[config.mk]
export PLATFORM = sky130hd
export DESIGN_NAME = chunked_serial_adder
export DESIGN_NICKNAME = d
export VERILOG_FILES = /design/src/rtl/chunked_serial_adder.sv
export SDC_FILE = /design/constraint.sdc
export NUM_CORES = 1
export LEC_CHECK = 0
export ABC_AREA = 1
export CORE_ASPECT_RATIO = 0.6
export CORE_MARGIN = 5
export CORE_UTILIZATION = 30
export DETAILED_ROUTE_END_ITERATION = 10
export PLACE_DENSITY = 0.64
export RECOVER_POWER = 25
export REMOVE_ABC_BUFFERS = 1
export SETUP_SLACK_MARGIN = 0.15
export SLEW_MARGIN = 5
export SYNTH_ARGS = -nofsm -noshare
export SYNTH_HDL_FRONTEND = slang
export SYNTH_SLANG_ARGS = --single-unit
[constraint.sdc]
create_clock -name clock -period 3.5 [get_ports clock]
set_input_delay 0.7 -clock clock [delete_from_list [all_inputs] [get_ports clock]]
set_output_delay 0.7 -clock clock [all_outputs]
set_load 0.02 [all_outputs]
[src/rtl/chunked_serial_adder.sv]
// chunked_serial_adder: multi-cycle add/subtract, CHUNK bits per clock.
// Operands shift down one chunk per cycle; carry is registered between chunks.
module chunked_serial_adder #(
    parameter int WIDTH = 16,
    parameter int CHUNK = 4
) (
    input  logic             clock,
    input  logic             reset_n,
    input  logic             start,
    input  logic [WIDTH-1:0] a,
    input  logic [WIDTH-1:0] b,
    input  logic             cin,
    input  logic             sub,
    output logic             busy,
    output logic             done,
    output logic [WIDTH-1:0] sum,
    output logic             cout,
    output logic             overflow
);

    localparam int NUM_CHUNKS = WIDTH / CHUNK;
    localparam int IDX_W = (NUM_CHUNKS > 1) ? $clog2(NUM_CHUNKS) : 1;
    localparam logic [IDX_W-1:0] LAST_IDX = IDX_W'(NUM_CHUNKS - 1);

    typedef enum logic [1:0] {
        IDLE = 2'd0,
        RUN  = 2'd1,
        DONE = 2'd2
    } state_t;

    state_t state;
    state_t state_next;

    logic [WIDTH-1:0] a_q;
    logic [WIDTH-1:0] b_q;
    logic [WIDTH-1:0] a_shift;
    logic [WIDTH-1:0] b_shift;
    logic             carry_q;
    logic [IDX_W-1:0] idx_q;

    logic             accept;
    logic             last;
    logic [CHUNK-1:0] a_chunk;
    logic [CHUNK-1:0] b_chunk;
    logic [CHUNK-1:0] s_chunk;
    logic             c_chunk;
    logic             ovf_chunk;

    // A new operation may begin whenever no chunks are in flight.
    assign accept = start && (state != RUN);
    assign last   = (idx_q == LAST_IDX);

    // The current chunk always sits in the low bits of the operand registers,
    // so once the last chunk is reached its top bit is the operand MSB.
    assign a_chunk = a_q[CHUNK-1:0];
    assign b_chunk = b_q[CHUNK-1:0];

    assign {c_chunk, s_chunk} = {1'b0, a_chunk}
                              + {1'b0, b_chunk}
                              + {{CHUNK{1'b0}}, carry_q};

    assign ovf_chunk = (a_chunk[CHUNK-1] == b_chunk[CHUNK-1])
                    && (s_chunk[CHUNK-1] != a_chunk[CHUNK-1]);

    generate
        if (NUM_CHUNKS > 1) begin : g_shift
            assign a_shift = {{CHUNK{1'b0}}, a_q[WIDTH-1:CHUNK]};
            assign b_shift = {{CHUNK{1'b0}}, b_q[WIDTH-1:CHUNK]};
        end else begin : g_noshift
            assign a_shift = a_q;
            assign b_shift = b_q;
        end
    endgenerate

    // State register.
    always_ff @(posedge clock or negedge reset_n) begin
        if (!reset_n) begin
            state <= IDLE;
        end else begin
            state <= state_next;
        end
    end

    // Next-state and handshake outputs.
    always_comb begin
        state_next = state;
        busy       = 1'b0;
        done       = 1'b0;
        unique case (state)
            IDLE: begin
                if (accept) state_next = RUN;
            end
            RUN: begin
                busy = 1'b1;
                if (last) state_next = DONE;
            end
            DONE: begin
                done       = 1'b1;
                state_next = accept ? RUN : IDLE;
            end
            default: begin
                state_next = IDLE;
            end
        endcase
    end

    // Operand capture, per-chunk add and result registers.
    always_ff @(posedge clock or negedge reset_n) begin
        if (!reset_n) begin
            a_q      <= '0;
            b_q      <= '0;
            carry_q  <= 1'b0;
            idx_q    <= '0;
            sum      <= '0;
            cout     <= 1'b0;
            overflow <= 1'b0;
        end else if (accept) begin
            a_q     <= a;
            b_q     <= sub ? ~b : b;
            carry_q <= sub ? 1'b1 : cin;
            idx_q   <= '0;
        end else if (state == RUN) begin
            for (int i = 0; i < NUM_CHUNKS; i++) begin
                if (idx_q == IDX_W'(i)) begin
                    sum[i*CHUNK +: CHUNK] <= s_chunk;
                end
            end
            a_q     <= a_shift;
            b_q     <= b_shift;
            carry_q <= c_chunk;
            idx_q   <= idx_q + IDX_W'(1);
            if (last) begin
                cout     <= c_chunk;
                overflow <= ovf_chunk;
            end
        end
    end

endmodule

* Yosys cells after proc, flatten, opt, wreduce, memory -nomap -nowiden *
Index checks and enable logic that the tools add are counted.

storage, ports and cells
  input bits = 37
  output and inout bits = 20
  register bits after elaboration = 55

cells by class
  bitwise logic cells = 2
  reduce and logical (&&, ||, !) cells = 10
  equal/unequal tests = 10
  add/subtract/negate cells = 3
  mux-type cells = 16

operator list
  cell                   count
  $mux W16               5
  $not A16 Y16           1
  $reduce_and A3 Y1      4
  $mux W2                4
  $eq A2 B2 Y1 const B   3
  $mux W1                6
  $pmux W2 S3            1
  $add A4 B4 Y5          1
  $add A5 B1 Y5          1
  $eq A2 B1 Y1 const B   2
  $logic_not A2 Y1       2
  $ne A2 B2 Y1 const B   2
  $add A2 B1 Y2 const B  1
  $logic_and A1 B1 Y1    2
  $ne A2 B1 Y1 const B   1
  $reduce_and A2 Y1      1
  $reduce_bool A2 Y1     1
  $eq A1 B1 Y1           1
  $ne A1 B1 Y1           1
  $not A1 Y1             1

* Logic depth before layout (Yosys ltp) *
  word-level depth = 4
  mapped depth = 7
  gate-level depth less buffers = 6

* Worst setup path after synthesis *
OpenSTA, ideal clock, no wires.

  kind = flip-flop to output port
  start point = register state[0]
  end point = output port busy
  slack = 1.899 ns
  data arrival time = 0.901 ns
  buffers on the path = 1
  cell stages (with the launch flop) = 4
  cell sequence = dfrtp_1 > inv_2 > nor2_8 > buf_2

on the way
  cells in the longest elaborated chain, start to end = 2

RTL lines
  item                      RTL line  RTL
  start: declaration        31        state_t state;
  start signal: assignment  80        state <= state_next;
  $eq A2 B1 Y1              89        unique case (state)
  $mux W1                   89
  end: declaration          14        output logic busy,

No other way between the ends.

* Final worst setup path *
Same ends and word-level chain as after synthesis.

==> metrics.md <==
| Metric | Value |
|---|---|
| Iteration count of the initial detailed-routing pass | 4 |
| Endpoint of the worst-slack reg-to-reg timing path | a_q[0] |
| Area fraction in and, or, nand and nor cells after synthesis | 25.69% |
| Post-synth EDFFs | 0 |
| WL met2 | 2.676 mm |
| Flip-flop and latch count after synthesis | 55 |
| Number of warnings printed during yosys synthesis | 0 |
| Gr usage total | 11.97% |
| Master of the slowest instance on the critical path | sky130_fd_sc_hd__clkdlybuf4s50_1 |
| Type of destination of the critical path | output pin |
| IO buf count | 56 |
| Global route overflow | 0 |
| Largest net degree at the start of global routing | 30 |
| Portion of total power attributed to sequential cells | 37.6% |
| Die area | 10,800 um2 |
| Clock transition at path regs | 70 ps |
| Summed negative setup slack over all endpoints | 0 ps |
| Arr. time, crit path | 1890 ps |
| Count of cell types in the netlist | 22 |
| Worst setup SP type | flip-flop |
| Largest stage delay on the critical path | a little under 700 ps |
| Initial core utilization | roughly 31% |
| Cell-internal power | 1.695 mW |
| Most common cell after layout, fill and taps aside | sky130_fd_sc_hd__nand2_1 |
| Number of filler instances in the final layout | around 850 |
| Count of buffer and inverter cells on the critical path | 2 |
| Main combinational cell family by area after synthesis | simple AND/OR/NAND/NOR gates |
| First-pass GRT wire length | slightly above 10 mm |
| Clock sinks | 55 |
| Met3 WL | 358 um |
| Hold Vio Cnt, Final | 0 |
| Max Fclk | 386.4 MHz |
| DR vias | approximately 2,100 |
| Cells traversed along the worst timing path | inv_2 -> nor2_8 -> clkdlybuf4s50_1 |
| Part of the cycle the worst path needs | 73.93% |
| Syn_area_per_cell | 8.796 um2 |
| Core region area | 8523 um2 |
| Actual slew at the worst max-slew pin | about 1500 ps |
| Switching power total | ~1.2 mW |
| Vias in the first global route | around 2,000 |
| Setup violators final | 0 |
| Area of all placed cells without fillers | 3412 um2 |
| Result of the run | completed |
| Most instantiated flip-flop cell in the synthesis netlist | sky130_fd_sc_hd__dfrtp_1 |
| Relative area change from synthesis to final layout | 29.73% |
| Routability Congestion | 0.7997 |
| Highest metal layer with signal wires | met4 |
| Number of max-cap violations | 0 |
| Clk network pwr share | 16.4% |
| Start of the worst register-to-register path | state[0] |
| Worst EP required | 2800 ps |
| CP delay by family, top | buffers and inverters |
| Share of the synthesized area in compound gates (AO/OA/AOI/OAI) | 5.947% |
| Share of flip-flops with an asynchronous set or reset | 100.0% |
| Share of cells above drive strength 1 | 4.507% |
| Site Rows | 26 |
| Post-DR wirelength/cell | about 13 um |
| Net switching share of the total power | 41.12% |
| Post-synthesis instance area | roughly 2600 um2 |
| Comb power frac | 46.0% |
| Logic depth of the worst register-to-register path | 6 |
| Post-DP Area | 3288 um2 |
| Maximum net fanout on the critical path | 28 |
| Combined flip-flop and latch cell area | approximately 1400 um2 |
| Part of the Yosys area used for sequential elements | 52.33% |
| Start point of the worst hold path | a_q[13] |
| Htree depth | 2 |
| Final layout net count | roughly 400 |
| Number of antenna cells inserted | 0 |
| Static Leak | 1.635 nW |
| RSZ-0062 raised after global routing | no |
| Die Span X | 130.9 um |
| Detail-routed via count per cell | 4.445 |
| Number of instances in the synthesized netlist | 299 |
| Share of the synthesized netlist area taken by xor and xnor gates | roughly 5.7% |
| Total of cells resized after clock tree synthesis | 0 |
| I/O pin total | 57 |
| Mux contribution to synthesized area | 0% |
| Sum of routed wire segments on met1 | 3.177 mm |
| Initial antenna violation count | 0 |
| Max rail drop VDD | about 0.00028 V |
| DRC violation total after the first TritonRoute iteration | between 100 and 150 |
| Number of buffers on the longest clock path | 2 |
| Path type of the worst setup path | flip-flop to output pin |
| Min Clock Period, post-route | 2588 ps |
| Die span in y | about 83 um |
| Reg2reg setup slack | between 1500 and 2000 ps |
| Total routed wirelength | 6.248 mm |
| Highest-count cells in the layout ignoring fill and taps | sky130_fd_sc_hd__nand2_1 (128), sky130_fd_sc_hd__dfrtp_1 (55), sky130_fd_sc_hd__clkdlybuf4s50_1 (54), sky130_fd_sc_hd__nand3_1 (26), sky130_fd_sc_hd__inv_1 (19) |
| Skew final | 8.600 ps |
| Post-CTS Repair Setup Buffers | 0 |
| Final routed DRC violation total | 0 |
| Clock latency on the worst-skew pair | 290 ps |
| Final Max Slew Viols | 0 |
| Fraction of the mapped netlist area in adder cells | 4.853% |
| Power density normalized to cell area | 843.5 nW/um2 |
| Hold path endpoint | a_q[13] |
| CTS tree | yes |
| Final HPWL from detailed placement | around 4.6 mm |
| Antenna Violating Nets Remaining | 0 |
| Combined area of the multi-input logic cells | 1104 um2 |
| Worst rel slew slack | 2.573% |
| Number of buffers added to fix hold violations after cts | 0 |
| Worst hold stages | 2 |
| Clock Root Buffer | sky130_fd_sc_hd__clkbuf_16 |
| HP Class | flip-flop to flip-flop |
| Total clock buffers created by CTS | 5 |
==> power by group through the flow <==
stage          registers (mW)  clock network (mW)  logic, mW
6_report                 1.08               0.473       1.32
5_1_grt                  1.12               0.515       1.49
4_1_cts                  1.09               0.485       1.34
3_5_place_dp             1.09                   0       1.34
3_3_place_gp             1.09                   0       1.31
2_1_floorplan            1.17                   0      0.721
==> metrics by stage <==
| stage | setup slack, ps | power (mW) | util (%) | hold slack [ps] | cells |
|---|---|---|---|---|---|
| floorplan | 1701 | 1.894 | - | 404.4 | 290 |
| global placement | 1104 | 2.399 | 38.58 | 454.6 | 461 |
| detailed placement | 1066 | 2.430 | 38.58 | 459.2 | 461 |
| CTS | 893.3 | 2.916 | 40.14 | 437.1 | 467 |
| global route | 832.6 | 3.125 | 40.03 | 496.1 | 467 |
| finish | 912.3 | 2.878 | 40.03 | 474.4 | 467 |
==> layout make-up <==
| class | instances | area share [%] |
|---|---|---|
| clock buffer | 5 | 3.667 |
| clock inverter | 1 | 0.2200 |
| inverter | 22 | 2.494 |
| multi-input combinational | 213 | 32.34 |
| sequential | 55 | 40.34 |
| tap | 112 | 4.107 |
| timing repair buffer | 59 | 16.83 |
==> worst reg2reg max path, delay by kind of cell (launching register included) <==
| family | cells | cell delay, ps |
|---|---|---|
| buffers and inverters | 2 | 430 |
| flip-flops | 1 | 450 |
| AND/OR/NAND/NOR | 4 | 870 |
==> synthesized netlist by cell type, drive strengths merged (2+ instances only) <==
master | instances | area (um2)
fa | 2 | 40.04
a21oi | 2 | 10.01
inv | 22 | 85.09
dfrtp | 55 | 1376
nor2 | 5 | 37.54
o21ai | 13 | 65.06
nand2 | 130 | 503.0
nand3 | 26 | 135.1
ha | 7 | 87.58
o211ai | 10 | 75.07
buf | 8 | 52.55
xor2 | 16 | 140.1
==> worst max-delay path by stage <==
| stage | start | to | slack (ps) | depth (start not counted) |
|---|---|---|---|---|
| floorplan | start | carry_q | 1700 | 4 |
| global placement | start | a_q[5] | 1100 | 6 |
| detailed placement | start | a_q[6] | 1070 | 6 |
| CTS | state[0] | busy | 890 | 3 |
| global route | state[0] | busy | 830 | 3 |
| finish | state[0] | busy | 910 | 3 |
==> sequential cells by signal (all words and copies together) (netlist names) <==
| signal | flops |
|---|---|
| sum | 16 |
| carry_q | 1 |
| state | 2 |
| idx_q | 2 |
| cout | 1 |
| b_q | 16 |
| overflow | 1 |
| a_q | 16 |
==> per-layer routing <==
metal,track usage (%),vias to the layer above
li1,-,1053
met1,18.00,970
met2,16.84,48
met3,3.599,5
met4,2.464,0
met5,0,-
==> cells by family after synthesis <==
family	Yosys count
AO/OA/AOI/OAI	26
AND/OR/NAND/NOR	161
flip-flops	55
XOR/XNOR	17
adder cells (fa/ha/maj)	9
buffers and inverters	31
Note: power is estimated with default switching activity, not from simulation.
